### src/rtl/sdram_frame_wr_ctrl.sv
// Write-side frame sequencer: turns a frame-restart pulse into a series
// of fixed-length SDRAM burst write requests paced by the camera FIFO.
module sdram_frame_wr_ctrl #(
  parameter int FRAME_WORDS = 307200,
  parameter int BURST_LEN   = 256,
  parameter int ADDR_W      = 22,
  parameter int LEN_W       = 9,
  parameter int USED_W      = 10
) (
  input  logic              clk,
  input  logic              rst_n,
  input  logic              sdram_init_done,
  input  logic              wr_load,
  input  logic [1:0]        wr_bank,
  input  logic [USED_W-1:0] fifo_usedw,
  input  logic              wr_ack,
  input  logic              wr_done,
  output logic              wr_req,
  output logic [1:0]        wr_ba,
  output logic [ADDR_W-1:0] wr_addr,
  output logic [LEN_W-1:0]  wr_len,
  output logic              frame_write_done,
  output logic [7:0]        frame_cnt
);

  typedef enum logic [2:0] {
    IDLE,
    WAIT_DATA,
    REQ,
    BURST,
    DONE
  } state_t;

  localparam logic [ADDR_W-1:0] BURST_A = ADDR_W'(BURST_LEN);
  localparam logic [ADDR_W-1:0] FRAME_A = ADDR_W'(FRAME_WORDS);

  state_t            state, state_n;
  logic [ADDR_W-1:0] remaining, remaining_n;
  logic [ADDR_W-1:0] wr_addr_n;
  logic [ADDR_W-1:0] need, addr_sum, rem_diff;
  logic [LEN_W-1:0]  wr_len_n;
  logic [1:0]        wr_ba_n;
  logic [7:0]        frame_cnt_n;
  logic              wr_req_n, fwd_n;
  logic              load_pend, load_pend_n;
  logic              load_go, fifo_ok;

  assign need     = (remaining < BURST_A) ? remaining : BURST_A;
  assign addr_sum = wr_addr + ADDR_W'(wr_len);
  assign rem_diff = remaining - ADDR_W'(wr_len);
  assign fifo_ok  = sdram_init_done
                  && (ADDR_W'(fifo_usedw) >= need);

  always_comb begin
    state_n     = state;
    remaining_n = remaining;
    wr_addr_n   = wr_addr;
    wr_len_n    = wr_len;
    wr_ba_n     = wr_ba;
    wr_req_n    = wr_req;
    fwd_n       = frame_write_done;
    frame_cnt_n = frame_cnt;
    load_pend_n = load_pend;
    load_go     = 1'b0;

    unique case (state)
      IDLE: load_go = wr_load;
      WAIT_DATA: begin
        if (wr_load) begin
          load_go = 1'b1;
        end else if (fifo_ok) begin
          wr_len_n = LEN_W'(need);
          wr_req_n = 1'b1;
          state_n  = REQ;
        end
      end
      REQ: begin
        // An accepted request always wins over a restart.
        if (wr_ack) begin
          wr_req_n = 1'b0;
          state_n  = BURST;
          if (wr_load) load_pend_n = 1'b1;
        end else if (wr_load) begin
          wr_req_n = 1'b0;
          load_go  = 1'b1;
        end
      end
      BURST: begin
        if (wr_done) begin
          wr_addr_n   = addr_sum;
          remaining_n = rem_diff;
          if (rem_diff == '0) frame_cnt_n = frame_cnt + 8'd1;
          if (load_pend || wr_load) begin
            load_go = 1'b1;
          end else if (rem_diff == '0) begin
            fwd_n   = 1'b1;
            state_n = DONE;
          end else begin
            state_n = WAIT_DATA;
          end
        end else if (wr_load) begin
          load_pend_n = 1'b1;
        end
      end
      DONE: load_go = wr_load;
      default: state_n = IDLE;
    endcase

    if (load_go) begin
      wr_ba_n     = wr_bank;
      wr_addr_n   = '0;
      remaining_n = FRAME_A;
      fwd_n       = 1'b0;
      load_pend_n = 1'b0;
      state_n     = WAIT_DATA;
    end
  end

  always_ff @(posedge clk or negedge rst_n) begin
    if (!rst_n) begin
      state            <= IDLE;
      remaining        <= '0;
      wr_addr          <= '0;
      wr_len           <= '0;
      wr_ba            <= '0;
      wr_req           <= 1'b0;
      frame_write_done <= 1'b0;
      frame_cnt        <= '0;
      load_pend        <= 1'b0;
    end else begin
      state            <= state_n;
      remaining        <= remaining_n;
      wr_addr          <= wr_addr_n;
      wr_len           <= wr_len_n;
      wr_ba            <= wr_ba_n;
      wr_req           <= wr_req_n;
      frame_write_done <= fwd_n;
      frame_cnt        <= frame_cnt_n;
      load_pend        <= load_pend_n;
    end
  end

endmodule

### config.mk
export PLATFORM = sky130hd
export DESIGN_NAME = sdram_frame_wr_ctrl
export DESIGN_NICKNAME = d
export VERILOG_FILES = /design/src/rtl/sdram_frame_wr_ctrl.sv
export SDC_FILE = /design/constraint.sdc
export NUM_CORES = 1
export LEC_CHECK = 0
export ABC_AREA = 1
export CAP_MARGIN = 20
export CORE_MARGIN = 4
export CORE_UTILIZATION = 40
export CTS_CLUSTER_DIAMETER = 60
export DETAILED_ROUTE_END_ITERATION = 8
export GPL_ROUTABILITY_DRIVEN = 0
export RECOVER_POWER = 50
export SKIP_CTS_REPAIR_TIMING = 1
export SLEW_MARGIN = 20
export SYNTH_ARGS = -nofsm -noshare
export SYNTH_HDL_FRONTEND = slang
export SYNTH_SLANG_ARGS = --single-unit
### constraint.sdc
create_clock -name clk -period 3.7 [get_ports clk]
set_input_delay 0.555 -clock clk [delete_from_list [all_inputs] [get_ports clk]]
set_output_delay 0.555 -clock clk [all_outputs]
set_load 0.03 [all_outputs]
# [Yosys cells after proc, flatten, opt, wreduce, memory -nomap -nowiden]
# Cells that the tools add are included.
[word_totals] memories=0 register_bits=69 wordCells=82 romBits=0 out_inout_bits=43 latch_bits=0 mem_bits_rw=0 inputBits=18
[op_classes] order_cmp=2 n_eq_ne=15 n_div=0 n_reduce_logical=17 bitwise_logic=1 n_mux=35 n_shift=0 multipliers=0 addsub=3
[op_table] cell="2-to-1 mux 22 bit" count=7
[op_table] cell="adder 22 x 9 -> 22 bit" count=1
[op_table] cell=">= comparator 10 x 22 -> 1 bit" count=1
[op_table] cell="zero test 22 bit" count=1
[op_table] cell="less-than comparator 22 x 9 -> 1 bit (second input constant)" count=1
[op_table] cell="subtractor 22 x 9 -> 22 bit" count=1
[op_table] cell="2-to-1 mux 3 bit" count=7
[op_table] cell="!= test 3 bit (second input constant)" count=7
[op_table] cell="2-to-1 mux 1 bit" count=17
[op_table] cell="one-hot mux 3 bit (4 select lines)" count=1
[op_table] cell="AND reduction 3 bit" count=3
[op_table] cell="adder 8 x 1 -> 8 bit (second input constant)" count=1
[op_table] cell="AND reduction 4 bit" count=2
[op_table] cell="nonzero test 2 bit" count=4
[op_table] cell="equality test 3 x 2 -> 1 bit (second input constant)" count=2
[op_table] cell="!= test 2 bit (second input constant)" count=3
[op_table] cell="AND reduction 6 bit" count=1
[op_table] cell="one-hot mux 1 bit (2 select lines)" count=2
[op_table] cell="one-hot mux 1 bit (4 select lines)" count=1
[op_table] cell="equality test 3 x 1 -> 1 bit (second input constant)" count=1
[op_table] cell="equality test 3 bit (second input constant)" count=1
[op_table] cell="zero test 3 bit" count=1
[op_table] cell="nonzero test 3 bit" count=1
[op_table] cell="!= test 2 x 1 -> 1 bit (second input constant)" count=1
[op_table] cell="other kinds (5)" count=5

# [Logic depth before layout (Yosys ltp)]
# Gate-level depths: netlist (run 1).
[logic_depth] ltp_word=8 mapped_depth=19 depth_no_buf=19

# [Worst setup path before layout (run 1)]
# OpenSTA, ideal clock, no wires.
[synth_path] path_type="reg-to-reg" startpoint="register remaining[10]" endpoint="register wr_len[0]" path_stages_with_launch=17 t_required_ps=3573 t_arrival_ps=2711 setup_ps=127 path_buffers=0 setup_slack_ps=861 synth_period_minus_slack_ps=2839 path_cell_list="dfrtp_1 > nor2_2 > nand2_1 > nor4_1 > inv_2 > nor2_1 > inv_1 > ha_1 > nand2_1 > nor2_1 > o21ai_0 > nand3_1 > nand3_1 > nand3_1 > nand2_1 > nor3_2 > mux2_1"
[synth_between] elab_chain_len=5
[synth_rtl] item="start: declaration" line_no="38" text="logic [ADDR_W-1:0] remaining, remaining_n;"
[synth_rtl] item="start signal: assignment" line_no="132" text="remaining <= remaining_n;"
[synth_rtl] item="less-than comparator 22 x 9 -> 1 bit" line_no="48" text="assign need = (remaining < BURST_A) ? remaining : BURST_A;"
[synth_rtl] item="2-to-1 mux 22 bit (*)" line_no="48"
[synth_rtl] item=">= comparator 10 x 22 -> 1 bit" line_no="52" text="&& (ADDR_W'(fifo_usedw) >= need);"
[synth_rtl] item="logical AND 1 bit" line_no="52"
[synth_rtl] item="AND reduction 3 bit (no line)"
[synth_rtl] item="end signal: assignment" line_no="134" text="wr_len <= wr_len_n;"
[synth_rtl] item="end: declaration" line_no="21" text="output logic [LEN_W-1:0] wr_len,"
# Every way passes the cells marked *; elsewhere a longest branch is shown, timed or not.
# A chain may end at the register's enable or synchronous reset.

# [Final worst setup path (run 1)]
[layout_path] startpoint="register remaining[10]" endpoint="register wr_len[7]"
# The elaborated chain is that of the path after synthesis.

==> results.md, run 1 <==
- Status: finished with violations
- Violated checks: max-capacitance violations, max-slew violations
- Final setup viols: 0
- P_leak: 2.839 nW
- Global route overflow: 0
- Post-layout util: 0.5018
- Post-synthesis cell count: 677
- Cell Rows: 40
- Hold path endpoint: wr_ba[1]
- Async set-reset flop share out of synthesis: 1.000
- Tightest Pin Transition: 1.827 ns
- Initial antenna violation count: 0
- Area leader, netlist: dfrtp_1
- Worst-skew pair later-pin latency: 0.34 ns
- DP Area: 5759 µm²
- Cell family with most CP delay: simple AND/OR/NAND/NOR gates
- DR DRC count: 0
- Synth top area share: 0.3473
- WP data arrival: 3.37 ns
- Post-DP HPWL: 10.37 mm
- WHS Path Cells: 2
- CORE AREA: 12110 µm²
- Final std cells w/o fill: 917
- Worst vdd ir: 410.5 µV
- Number of global-route vias before repair: 4588
- R2r endpoint: wr_len[7]
- Syn nets: 726
- Setup TNS: 0 ns
- Max transition margin: -0.2177
- Share of cells above drive strength 1: 0.1135
- Crit Path Class: reg -> reg
- IO Port Bufs: 60
- Reg2Reg Depth: 18
- Top cells by area, synth: dfrtp_1, nand2_1, ha_1, inv_1, nor2_1
- Fin area: 6077 µm²
- Post-synthesis register bit count: 69
- Worst Skew: 0.006136 ns
- Slowest cell on the critical path: nor4_1
- Die height: 119.5 µm
- Routed vias/inst: 5.091
- Die Width: 119.5 µm
- Synth unique cells: 44
- RSZ-0062 raised after global routing: false
- Pins Over Slew Limit: 31
- PD cells: 810.6 nW/µm²
- Largest net degree at the start of global routing: 31
- Area grow syn2layout: 22.22%
- Initial Util: 0.4105
- Post-synthesis sequential area ratio: 0.3473
- Synthesized area: 4972 µm²
- Total CTS buffers: 9
- Startpoint class of the critical path: register
- WL per Instance: 14.84 µm
- Die area: 14280 µm²
- Htree depth: 3
- Worst R2R Start: remaining[10]
- Drt initial violations: 291
- Final antenna-violating net count: 0
- DR vias: 4668
- Clk slew on worst S/H paths: 0.06 ns
- Post-Route WL: 13.61 mm
- Antenna diodes: 0
- Worst path max stage delay: 0.50 ns
- Hold Path Class: reg -> reg
- Fmax: 320.8 MHz
- Drt first pass iters: 5
- CTS root buf: clkbuf_16
- Bufs and invs on worst path: 4
- Fin crit period: 3.117 ns
- CP endpoint kind: register
- Syn Area/Cell: 7.345 µm²
- Placed cell count: 901
- Clock Path Buffers: 2
- Worst-path maximum fanout: 16
- CTS tree: yes
- Worst path required time: 3.95 ns
- Sink Count: 69
- # IOs: 61
- Crit share post-route: 0.8424
- Min-delay src: wr_ba[1]
- Most used DFF post-synth: dfrtp_1
- Ys Warns: 0
- Final Hold Viols: 0
- Worst path most repeated cell: nand2_1
- Number of synthesized flops with an enable pin: 0
- Flop2flop setup slack: 0.58 ns
- First-pass GRT wire length: 22.92 mm
- Nets: 793
- Gr usage total: 0.2005
- Worst-path cell chain: nor2_2, nand2_1, nor4_1, inv_2, nor2_1, inv_1, ha_1, nand2_1, inv_1, o21ai_0, nand3_1, nand3_1, nand3_1, nand2_1, nor3_2, buf_4, nand2_1, o21ai_0
- Max-cap viol count: 1
- Fillers: 1203
final cells by class:
class	count	area [µm²]	share of cell area
well taps	168	210.2	0.03459
flip-flops and latches	69	1727	0.2841
clock inverters	5	83.83	0.01379
multi-input cells	497	2806	0.4618
clock buffers	11	242.7	0.03994
repair buffers	65	624.3	0.1027
inverters	102	382.9	0.06300
layout by cell type (no fill, tap or decap), types with 2 or more instances in the layout:
cell,instances
a211oi_1,2
nand2_4,3
o22ai_1,15
bufinv_16,2
nand3_1,45
inv_1,89
nand3_2,6
nor2_1,67
a21oi_2,5
clkdlybuf4s50_1,38
a21oi_1,25
dlygate4sd3_1,21
nor3_1,6
nor3_2,4
dfrtp_1,69
nor4_1,3
clkbuf_16,9
buf_4,3
nand3b_1,4
xnor2_1,5
nand2_1,163
nor2_2,13
nand3_4,2
clkbuf_1,4
nand2_2,15
inv_2,12
ha_1,29
nand4_1,17
xor2_1,11
o21ai_0,19
nor2_4,3
nor2_8,2
clkinvlp_4,2
fa_1,2
o21ai_1,19
worst register-to-register path, stage by stage (launching register included):
cell	delay, ns
dfrtp_1	0.45
nor2_2	0.15
nand2_1	0.11
nor4_1	0.50
inv_2	0.17
nor2_1	0.17
inv_1	0.06
ha_1	0.28
nand2_1	0.07
inv_1	0.07
o21ai_0	0.08
nand3_1	0.09
nand3_1	0.07
nand3_1	0.10
nand2_1	0.08
nor3_2	0.18
buf_4	0.24
nand2_1	0.08
o21ai_0	0.08
Yosys cell counts, types with 3 or more instances:
cell type	instances
nand2_1	163
inv_1	89
dfrtp_1	69
nor2_1	67
nand3_1	45
ha_1	29
a21oi_1	25
o21ai_0	19
o21ai_1	19
nand4_1	17
nand2_2	15
o22ai_1	15
nor2_2	13
inv_2	12
xor2_1	11
buf_2	6
nand3_2	6
nor3_1	6
a21oi_2	5
xnor2_1	5
nand3b_1	4
nor3_2	4
nand2_4	3
nor2_4	3
nor4_1	3
how the worst max path moves through the flow:
stage | depth (start not counted) | start | endpoint | slack [ns]
floorplan | 16 | remaining[10] | wr_len[0] | 0.86
global placement | 16 | remaining[10] | wr_len[0] | 0.66
detailed placement | 17 | remaining[10] | wr_len[1] | 0.55
CTS | 18 | remaining[10] | wr_len[6] | 0.53
global route | 18 | remaining[10] | wr_len[7] | 0.15
finish | 18 | remaining[10] | wr_len[7] | 0.58
state kept, by name, indices dropped and copies added (netlist names):
signal	count
wr_req	1
wr_ba	2
frame_cnt	8
remaining	22
frame_write_done	1
state	3
load_pend	1
wr_len	9
wr_addr	22
cells by family after synthesis:
| group | Yosys count | share of synthesized area |
|---|---|---|
| and+or+nand+nor | 355 | 0.3440 |
| other | 1 | 0.0007542 |
| muxes | 1 | 0.002265 |
| xor gates and xnor gates | 17 | 0.03145 |
| DFF | 69 | 0.3473 |
| AOI/OAI and AO/OA | 92 | 0.1049 |
| adders and majority gates | 31 | 0.08103 |
| buffers and inverters | 111 | 0.08832 |
through the flow:
stage	hold slack (ns)	setup WS [ns]	power, mW
after floorplan	0.2594	0.8612	3.239
after global placement	0.4652	0.6649	3.956
after detailed placement	0.4691	0.5516	4.000
after CTS	0.3058	0.5316	4.974
after global routing	0.5111	0.1515	5.368
final	0.4768	0.5832	4.926
where the power goes:
part / switching [mW] / internal (mW)
clock network: 0.341 / 0.610
logic: 2.04 / 0.926
registers: 0.133 / 0.880
layer usage:
layer | GRT usage | wire length, µm
met1 | 0.2708 | 6249
met5 | 0 | 0
met3 | 0.04100 | 778
met4 | 0.06013 | 156
met2 | 0.3252 | 6425
Power figures use the tool's default switching activity.
==> run 2, diff against run 1 <==
clock period = 3.1 ns   (was 3.7 ns; I/O delays follow)
==> results.md, run 2 (synthesized netlist as in run 1, its figures left out) <==
- Status: finished with violations
- Violated checks: max-capacitance violations, max-slew violations
- Final setup viols: 0
- Crit share post-route: 0.9127
- Fin crit period: 2.829 ns
- Global route overflow: 0
- Fmax: 353.4 MHz
- Switching Power: 3.024 mW
- Area grow syn2layout: 24.01%
- Net switching share of the total power: 0.5045
- Clk slew on worst S/H paths: 0.06 ns
- Combinational share of power: 0.599
- Fin area: 6166 µm²
- Worst R2R Start: remaining[13]
- Fillers: 1211
- CTS tree: yes
- Die Width: 119.5 µm
- Max-cap viol count: 1
- Int Pwr: 2.970 mW
- # IOs: 61
- Hold_ws: 0.1165 ns
- Post-Route WL: 13.34 mm
- Clock Path Buffers: 2
- WL per Instance: 14.52 µm
- Worst Skew: 0.006615 ns
- Antenna diodes: 0
- DR DRC count: 0
- Drt first pass iters: 5
- Total CTS buffers: 9
- Die height: 119.5 µm
- Biggest regs: remaining: 22 flops, wr_addr: 22 flops, wr_len: 9 flops
- Share of cells above drive strength 1: 0.1358
- CORE AREA: 12110 µm²
- Worst vdd ir: 499.8 µV
- Gr usage total: 0.1937
- Pins Over Slew Limit: 60
- Final Power: 5.994 mW
- Clk pwr share: 0.202
- Worst path required time: 3.32 ns
- Most frequent cells in the layout: nand2_1, inv_1, dfrtp_1
- Htree depth: 3
- Tightest Pin Transition: 1.524 ns
- R2r endpoint: state[0]
- Initial antenna violation count: 0
- P_leak: 2.868 nW
- Drt initial violations: 196
- Number of global-route vias before repair: 4603
- Routed vias/inst: 5.064
- Final antenna-violating net count: 0
- Worst Slack Setup Final: 0.2706 ns
- Sequential Power Share: 0.200
- Max transition margin: -0.01584
- CTS root buf: clkbuf_16
- Flop2flop setup slack: 0.27 ns
- Commonest non-fill, non-tap cell in the layout: nand2_1
- Worst-path maximum fanout: 9
- RSZ-0062 raised after global routing: false
- Startpoint class of the critical path: register
- Sink Count: 69
- Setup TNS: 0 ns
- Nets: 795
- IO Port Bufs: 60
- WP data arrival: 3.05 ns
- Final Hold Viols: 0
- Post-DP HPWL: 10.28 mm
- Hold Path Class: in -> async
- First-pass GRT wire length: 22.48 mm
- Crit Path Class: reg -> reg
- Largest net degree at the start of global routing: 60
- DP Area: 5787 µm²
- Die area: 14280 µm²
- CP endpoint kind: register
- Worst-skew pair later-pin latency: 0.33 ns
- DR vias: 4654
- Reg2Reg Depth: 18
- Dpl ws: 0.2624 ns
- Initial Util: 0.4105
- PD cells: 972.0 nW/µm²
- Cell Rows: 40
## run 2: cell count changes in the layout (fill, tap and decap cells not counted), sizes merged
cell,change
bufinv,+1
inv,+1
clkbuf,-3
buf,+3
## run 2: critical path, stage by stage (launching register included)
cell	delay [ns]
dfrtp_2	0.43
nor2_2	0.13
nand2_1	0.12
nor4_2	0.22
buf_4	0.15
inv_2	0.08
nor2_1	0.14
inv_1	0.06
ha_1	0.28
a21oi_1	0.16
nor2_1	0.05
a211oi_1	0.19
nand3_1	0.14
nand2_1	0.14
nand2_1	0.11
nand2_2	0.12
nor2_1	0.06
nand3_1	0.07
nand2_1	0.05
## run 2: worst max-delay path by stage
stage / startpoint / to / depth (start not counted)
after detailed placement: remaining[16] / wr_len[4] / 18
after floorplan: remaining[10] / wr_len[0] / 16
after global placement: remaining[13] / wr_len[0] / 17
after global routing: remaining[11] / wr_len[8] / 19
after CTS: remaining[13] / wr_len[6] / 18
final: remaining[13] / state[0] / 18
## run 2: layout make-up
class / count / area [µm²] / area share
well taps: 168 / 210.2 / 0.03409
clock buffers: 9 / 225.2 / 0.03653
repair buffers: 67 / 648.1 / 0.1051
clock inverters: 7 / 122.6 / 0.01989
inverters: 102 / 382.9 / 0.06209
multi-input cells: 497 / 2848 / 0.4619
flip-flops and latches: 69 / 1729 / 0.2804
## run 2: power groups by stage
stage                     Sequential (mW)  Combinational, mW  Clock (mW)
final                                1.20               3.59        1.21
after global routing                 1.22               4.02        1.27
after CTS                            1.19               3.59        1.23
after detailed placement             1.20               3.58           0
after global placement               1.20               3.54           0
after floorplan                      1.30               2.56           0
## run 2: stage by stage
stage	cells	util
finish	919	0.5091
floorplan	677	-
global placement	903	0.4778
CTS	919	0.5065
global route	919	0.5091
detailed placement	903	0.4778
## run 2: per-layer routing
metal	vias to the layer above	GRT usage	routed length, µm	part of all wire
li1	2342	-	-	-
met1	2212	0.2645	6361	0.48
met2	88	0.3146	6224	0.47
met3	12	0.04383	625	0.047
met4	0	0.04438	131	0.0098
met5	-	0	0	0
